### src/rtl/unidade_pc_pkg.sv
`default_nettype none
// +--------------------------------------------------------------------------+
// | unidade_pc_pkg: opcodes and sequencing-state encoding for unidade_pc       |
// | Revision: 1.0                                                             |
// +--------------------------------------------------------------------------+
package unidade_pc_pkg;

  localparam logic [4:0] c_OP_HLT = 5'b00001;
  localparam logic [4:0] c_OP_IN  = 5'b00010;
  localparam logic [4:0] c_OP_ADD = 5'b01011;

  // 2'd3 is unused; the top treats it as a fault and parks in PARADO.
  typedef enum logic [1:0] {
    EXEC      = 2'd0,
    ESPERA_IN = 2'd1,
    PARADO    = 2'd2
  } estado_t;

endpackage : unidade_pc_pkg
`default_nettype wire

### src/rtl/unidade_pc_detector_borda.sv
`default_nettype none
// +--------------------------------------------------------------------------+
// | detector_borda: 2-flop synchronizer + history flop, rising-edge pulse     |
// | Revision: 1.0                                                             |
// +--------------------------------------------------------------------------+
module detector_borda (
  input  logic clock,
  input  logic reset,
  input  logic i_sinal,
  output logic o_evento
);

  logic r_sinc1;
  logic r_sinc2;
  logic r_hist;

  always_ff @(posedge clock) begin
    if (!reset) begin
      r_sinc1 <= 1'b0;
      r_sinc2 <= 1'b0;
      r_hist  <= 1'b0;
    end else begin
      r_sinc1 <= i_sinal;
      r_sinc2 <= r_sinc1;
      r_hist  <= r_sinc2;
    end
  end

  assign o_evento = r_sinc2 & ~r_hist;

endmodule : detector_borda
`default_nettype wire

### src/rtl/unidade_pc.sv
`default_nettype none
// +--------------------------------------------------------------------------+
// | unidade_pc: PC, stall-on-IN sequencing, commit enable, retire counter     |
// | Revision: 1.0                                                             |
// +--------------------------------------------------------------------------+
module unidade_pc
  import unidade_pc_pkg::*;
#(
  parameter int         ADDR_W  = 10,
  parameter int         INIT_PC = 0,
  parameter logic [4:0] OP_IN   = c_OP_IN,
  parameter logic [4:0] OP_HLT  = c_OP_HLT
) (
  input  logic              clock,
  input  logic              reset,
  input  logic [4:0]        opcode,
  input  logic              halt,
  input  logic              jump,
  input  logic [31:0]       jumpE,
  input  logic              confirma,
  output logic [ADDR_W-1:0] pc,
  output logic              habilita,
  output logic              esperando,
  output logic              parado,
  output logic              erro,
  output logic [31:0]       contagem
);

  // A misconfigured IN code equal to HLT must never turn a halt opcode into a stall.
  localparam logic c_IN_VALIDO = (OP_IN != OP_HLT);

  estado_t           r_estado;
  estado_t           w_estado_prox;
  logic [ADDR_W-1:0] r_pc;
  logic [ADDR_W-1:0] w_pc_prox;
  logic              r_erro;
  logic              w_erro_set;
  logic [31:0]       r_contagem;
  logic              w_evento;
  logic              w_habilita;
  logic              w_esperando;
  logic              w_parado;
  logic              w_alvo_fora;

  detector_borda u_detector_borda (
    .clock    (clock),
    .reset    (reset),
    .i_sinal  (confirma),
    .o_evento (w_evento)
  );

  assign w_alvo_fora = |(jumpE >> ADDR_W);

  always_comb begin
    w_estado_prox = r_estado;
    w_pc_prox     = r_pc;
    w_habilita    = 1'b0;
    w_esperando   = 1'b0;
    w_parado      = 1'b0;
    w_erro_set    = 1'b0;
    case (r_estado)
      EXEC: begin
        if (halt) begin
          w_estado_prox = PARADO;
        end else if (c_IN_VALIDO && (opcode == OP_IN)) begin
          w_estado_prox = ESPERA_IN;
        end else if (jump && !w_alvo_fora) begin
          w_pc_prox  = jumpE[ADDR_W-1:0];
          w_habilita = 1'b1;
        end else if (jump) begin
          w_estado_prox = PARADO;
          w_erro_set    = 1'b1;
        end else begin
          w_pc_prox  = r_pc + 1'b1;
          w_habilita = 1'b1;
        end
      end
      ESPERA_IN: begin
        w_esperando = 1'b1;
        if (w_evento) begin
          w_pc_prox     = r_pc + 1'b1;
          w_habilita    = 1'b1;
          w_estado_prox = EXEC;
        end
      end
      PARADO: begin
        w_parado = 1'b1;
      end
      default: begin
        w_parado      = 1'b1;
        w_estado_prox = PARADO;
        w_erro_set    = 1'b1;
      end
    endcase
  end

  always_ff @(posedge clock) begin
    if (!reset) begin
      r_estado   <= EXEC;
      r_pc       <= ADDR_W'(INIT_PC);
      r_erro     <= 1'b0;
      r_contagem <= 32'd0;
    end else begin
      r_estado <= w_estado_prox;
      r_pc     <= w_pc_prox;
      if (w_erro_set) begin
        r_erro <= 1'b1;
      end
      if (w_habilita && (r_contagem != 32'hFFFF_FFFF)) begin
        r_contagem <= r_contagem + 32'd1;
      end
    end
  end

  assign pc        = r_pc;
  assign habilita  = w_habilita;
  assign esperando = w_esperando;
  assign parado    = w_parado;
  assign erro      = r_erro;
  assign contagem  = r_contagem;

endmodule : unidade_pc
`default_nettype wire

### config.mk
export PLATFORM = sky130hd
export DESIGN_NAME = unidade_pc
export DESIGN_NICKNAME = d
export VERILOG_FILES = /design/src/rtl/unidade_pc_pkg.sv /design/src/rtl/unidade_pc_detector_borda.sv /design/src/rtl/unidade_pc.sv
export SDC_FILE = /design/constraint.sdc
export NUM_CORES = 1
export LEC_CHECK = 0
export ABC_AREA = 1
export BUFFER_PORTS_ARGS = -buffer_cell sky130_fd_sc_hd__clkbuf_2
export CAP_MARGIN = 20
export CORE_MARGIN = 1.5
export CORE_UTILIZATION = 55
export CTS_BUF_LIST = sky130_fd_sc_hd__clkbuf_2
export DETAILED_ROUTE_END_ITERATION = 16
export GPL_TIMING_DRIVEN = 0
export PLACE_DENSITY = 0.93
export SYNTH_ARGS = -nofsm -noshare
export SYNTH_HDL_FRONTEND = slang
export SYNTH_SLANG_ARGS = --single-unit
### constraint.sdc
create_clock -name clock -period 4.69 [get_ports clock]
set_clock_uncertainty 0.05 [all_clocks]
set_input_delay 0.938 -clock clock [delete_from_list [all_inputs] [get_ports clock]]
set_output_delay 0.938 -clock clock [all_outputs]
set_load 0.02 [all_outputs]
Word-level counts from Yosys, hierarchy flattened. Cells that the tools add are included.

Bits in registers: 48. Output and inout port bits: 46.

Add/sub/neg operators: 2. Bitwise logic cells: 3. Eq/ne operators: 10. Reduce and logical (&&, ||, !) cells: 10. Mux-type cells: 25.

Operator list (count): $mux W10 (5); $add A32 B1 Y32 const B (1); $ne A32 B32 Y1 const B (1); $reduce_or A22 Y1 (1); $pmux W10 S2 (1); $mux W1 (11); $add A10 B1 Y10 const B (1); $mux W2 (5); $ne A4 B4 Y1 const B (2); $pmux W2 S3 (1); $eq A5 B2 Y1 const B (1); $reduce_and A5 Y1 (1); $ne A2 B2 Y1 const B (2); $pmux W1 S2 (2); $reduce_and A4 Y1 (1); $reduce_or A2 Y1 (2); $ne A3 B3 Y1 const B (1); $eq A2 B1 Y1 const B (1); $eq A2 B2 Y1 const B (1); $logic_and A1 B1 Y1 (2); $logic_not A2 Y1 (1); $ne A2 B1 Y1 const B (1); $not A1 Y1 (2); $reduce_bool A2 Y1 (1); other kinds (2) (2).

Logic depth before layout (Yosys ltp).
Depth after elaboration: 8. Mapped depth: 11. Gate-level depth less buffers: 11.

Hierarchy. Synthesis repeated with hierarchy kept, for this count alone.

Cells, all modules: 522. Area, all modules: 3151.8 µm².

By module, submodules not included: unidade_pc (times used 1, area each 3059.2 µm², seq. area each 900.9 µm², cells an instance 511); detector_borda (times used 1, area each 92.6 µm², seq. area each 60.1 µm², cells an instance 11).

Least setup slack after synthesis. OpenSTA, ideal clock, no wires.

Path kind: input to output. Start: input jumpE[11]. End: output habilita. Arrival time: 1.903 ns. Setup slack: 1.799 ns. Stages: 7. Buffers on the path: 1. Cells stage by stage: or2_0 nor2_1 nand3_1 nand2_1 nand2_1 nand2_4 buf_2.

Longest elaborated chain between the ends: 7.

RTL lines: start: declaration (line unidade_pc.sv:19) `input logic [31:0] jumpE,`; $reduce_or A22 Y1 (line unidade_pc.sv:52) `assign w_alvo_fora = |(jumpE >> ADDR_W);`; $logic_not A1 Y1 (line unidade_pc.sv:67) `end else if (jump && !w_alvo_fora) begin`; $logic_and A1 B1 Y1 (line unidade_pc.sv:67); $mux W1 (line unidade_pc.sv:67); $mux W1 (line unidade_pc.sv:65) `end else if (c_IN_VALIDO && (opcode == OP_IN)) begin`; $mux W1 (line unidade_pc.sv:63) `if (halt) begin`; $pmux W1 S2 (line unidade_pc.sv:61) `case (r_estado)`; end: declaration (line unidade_pc.sv:22) `output logic habilita,`.

No other way between the ends.

Worst setup path in the final report.
Start: input jumpE[23]. End: output habilita.

Same word-level chain as after synthesis.

==> impl_metrics.csv <==
group,metric,value,unit
placed_design,gp_routability_congestion,0.9961,
drt,routed_via_density,5.404,
yosys,post_synth_num_cell_types,28,
cells_and_area,design.final.nets,670,
critical_path,startpoint_type,"primary input",
yosys,synth-seq-area-share,0.2989,
placed_design,port_buffers,87,
die,fp-row-count,27,
yosys,synthXorXnorAreaFrac,0.05450,
yosys,muxShareOfSynthArea,0,
critical_path,worst_path_arrival,2.30,ns
critical_path,critical_path_required,3.70,ns
yosys,postSynthRegisterBits,48,
power,static-leakage-power,1.663,nW
clock_network,tritoncts.num_buffers,5,
die,design.portCount,88,
drt,route.vias.total,3756,
critical_path,nature_of_the_critical_path_endpoint,"output pin",
clock_network,resized_after_cts,0,
clock_network,clkSinkCount,48,
grt,grtUsageTotal,0.2871,
drt,route.detailed.drc,0,
yosys,yosys.area_share.simple,0.4920,
grt,grt.overflow.total,0,
grt,number_of_antenna_violations_at_the_first_check_in_global_routing,0,
clock_network,ctsRootBufferMaster,"sky130_fd_sc_hd__clkbuf_2",
cells_and_area,n_fill_cell,522,
sta,worst-slew-pin-transition,0.5470,ns
drt,drt-wirelength-per-cell,12.61,um
sta,timing.final.setup_violations,0,
drt,postRouteWirelength,8.762,mm
clock_network,tritoncts,"built",
critical_path,critPathMaxStageDelay,0.23,ns
drt,dr_iter_0_viols,315,
sta,fmax,0.3042,GHz
drt,route.antenna.remaining_nets,0,
yosys,synth_fa_ha_area_frac,0.01946,
die,core-area,5574,um^2
yosys,synth_compound_gate_area_share,0.07396,
grt,grt_first_pass_wirelength,14.63,mm
cells_and_area,area_growth_syn_to_layout,17.44,%
yosys,synth.cell_area,3214,um^2
clock_network,max-clock-path-buffers,2,
yosys,synth_top_family_by_area,"simple AND/OR/NAND/NOR gates",
run_status,result_of_the_run,"completed",
clock_network,cts.repair_timing.setup_buffer_count,0,
min_path,holdCritPathClass,"reg2reg",
power,p_per_area,187.2,nW/um^2
critical_path,critical_path_peak_fanout,10,
drt,drtPass1Iterations,9,
die,initial_core_util,0.5767,
clock_network,worst_setup_hold_path_clk_slew,0.22,ns
sta,finalHoldViolCount,0,
run,max_cap_viol_count,0,
critical_path,path_common_cell,"sky130_fd_sc_hd__nand2_1",
cells_and_area,drive_above_1_share,0.1782,
critical_path,slowest_stage,"sky130_fd_sc_hd__buf_2",
grt,pin_count_of_the_biggest_net_entering_global_routing,14,
die,chipWidth,79.45,um
yosys,ys_warn_count,0,
yosys,mapped_cells,529,
sta,timing.slew.headroom,0.6340,
clock_network,htreeDepth,2,
sta,fin_crit_sh,0.7009,
die,die_ar,6312,um^2
yosys,avgSynthCellArea,6.076,um^2
die,die_h,79.45,um
power,worst_ir_drop_vdd,153.1,uV
sta,rsz_0062_raised_after_global_routing,"false",
yosys,synthesis.nets,576,
sta,period_needed,3.287,ns
sta,report.final.slew_viol_count,0,
clock_network,hold_buffers,0,
clock_network,clock_latency_on_the_worst_skew_pair,0.42,ns
placed_design,place.detailed.hpwl,6.745,mm
cells_and_area,antennaDiodeCount,0,
critical_path,criticalPathCategory,"in2out",
sta,finalSetupTns,0,ns
sta,worst_hold_margin,0.4028,ns
critical_path,path_cells,"clkbuf_2 > nor2_1 > nand2_1 > nor2_1 > nand3_1 > nand2_1 > nand2_1 > nand2_4 > buf_2 > clkbuf_2",
grt,first_global_vias,3403,
## registers in the layout (all words and copies together), names as in the netlist
register and flops:
pc 10, u_detector_borda.r_sinc1 1, u_detector_borda.r_hist 1, contagem 32
r_estado 2, u_detector_borda.r_sinc2 1, erro 1
## path summary, 6_finish.rpt
check	slack [ns]	cells after the start	from	endpoint
setup / recovery	1.40	10	jumpE[23]	habilita
hold / removal	0.40	2	u_detector_borda.r_sinc1	u_detector_borda.r_sinc2
setup reg to reg	2.35	9	contagem[0]	contagem[21]
hold reg to reg	0.40	2	u_detector_borda.r_sinc1	u_detector_borda.r_sinc2
## critical path, delay by kind of cell
kind                   cells  cell delay, ns
buffers and inverters      3            0.51
AND/OR/NAND/NOR            7            0.86
## metal layers
layer | GRT usage | vias up | wire, um
met5 | 0 | - | 0
met4 | 0.1088 | 0 | 204
met3 | 0.04914 | 29 | 535
met2 | 0.4864 | 155 | 4200
met1 | 0.3620 | 1685 | 3822
li1 | - | 1887 | -
## area by class of cell
cell class | instances | area [um^2] | area share
multi-input cells | 437 | 2057 | 0.5449
flip-flops and latches | 48 | 960.9 | 0.2546
repair buffers | 87 | 435.4 | 0.1153
inverters | 27 | 101.3 | 0.02685
plain buffers | 17 | 95.09 | 0.02519
well taps | 72 | 90.09 | 0.02386
clock buffers | 6 | 30.03 | 0.007955
clock inverters | 1 | 5.005 | 0.001326
## cells in the final DEF (no fill, tap or decap), types with 2 or more instances in the layout
master / instances
sky130_fd_sc_hd__clkbuf_2: 93
sky130_fd_sc_hd__dfxtp_1: 48
sky130_fd_sc_hd__inv_1: 26
sky130_fd_sc_hd__ha_1: 5
sky130_fd_sc_hd__buf_2: 4
sky130_fd_sc_hd__nand3b_1: 20
sky130_fd_sc_hd__a21oi_1: 43
sky130_fd_sc_hd__nor2_1: 87
sky130_fd_sc_hd__o21ai_0: 2
sky130_fd_sc_hd__xnor2_1: 5
sky130_fd_sc_hd__nor3_1: 2
sky130_fd_sc_hd__clkbuf_1: 9
sky130_fd_sc_hd__nand2_4: 2
sky130_fd_sc_hd__nor2_2: 3
sky130_fd_sc_hd__xor2_1: 15
sky130_fd_sc_hd__nand2_1: 188
sky130_fd_sc_hd__nand4_1: 4
sky130_fd_sc_hd__buf_6: 3
sky130_fd_sc_hd__nand3_1: 53
## synthesized netlist by cell type
cell type / number / area [um^2]
sky130_fd_sc_hd__a21o_1: 1 / 7.510
sky130_fd_sc_hd__a21oi_1: 43 / 215.2
sky130_fd_sc_hd__and2_1: 1 / 6.260
sky130_fd_sc_hd__buf_2: 4 / 20.02
sky130_fd_sc_hd__buf_4: 1 / 7.510
sky130_fd_sc_hd__buf_6: 3 / 33.78
sky130_fd_sc_hd__clkbuf_1: 9 / 33.78
sky130_fd_sc_hd__clkinv_1: 1 / 3.750
sky130_fd_sc_hd__dfxtp_1: 48 / 960.9
sky130_fd_sc_hd__ha_1: 5 / 62.56
sky130_fd_sc_hd__inv_1: 26 / 97.59
sky130_fd_sc_hd__nand2_1: 188 / 705.7
sky130_fd_sc_hd__nand2_4: 2 / 22.52
sky130_fd_sc_hd__nand3_1: 53 / 265.3
sky130_fd_sc_hd__nand3_2: 1 / 10.01
sky130_fd_sc_hd__nand3b_1: 20 / 150.1
sky130_fd_sc_hd__nand3b_2: 1 / 11.26
sky130_fd_sc_hd__nand4_1: 4 / 25.02
sky130_fd_sc_hd__nor2_1: 87 / 326.6
sky130_fd_sc_hd__nor2_2: 3 / 18.77
sky130_fd_sc_hd__nor2_4: 1 / 11.26
sky130_fd_sc_hd__nor3_1: 2 / 10.01
sky130_fd_sc_hd__nor4_2: 1 / 12.51
sky130_fd_sc_hd__o21ai_0: 2 / 10.01
sky130_fd_sc_hd__o21ai_1: 1 / 5.000
sky130_fd_sc_hd__or2_0: 1 / 6.260
sky130_fd_sc_hd__xnor2_1: 5 / 43.79
sky130_fd_sc_hd__xor2_1: 15 / 131.4
## stage by stage
step	setup slack, ns	power, mW	utilization	area (um^2)	instances
2_1_floorplan	1.799	0.5066	-	3214	529
3_3_place_gp	1.441	0.5442	0.6709	3740	688
3_5_place_dp	1.413	0.5487	0.6709	3740	688
4_1_cts	1.412	0.7131	0.6772	3775	695
5_1_grt	1.234	0.7450	0.6772	3775	695
6_report	1.403	0.7068	0.6772	3775	695
## kinds of logic (layout without fill, tap and decap cells)
kind of cell | Yosys count | count (layout)
compound gates | 47 | 47
xor+xnor | 20 | 20
fa+ha+maj | 5 | 5
buf+inv | 44 | 138
flops | 48 | 48
simple gates | 365 | 365
## report_power, final
part           switching, mW  total (mW)  internal (mW)
clock network          0.129       0.165         0.0355
registers             0.0108       0.429          0.419
logic                 0.0680       0.113         0.0447
total                  0.208       0.707          0.499
Note: power is estimated with default switching activity, not from simulation.
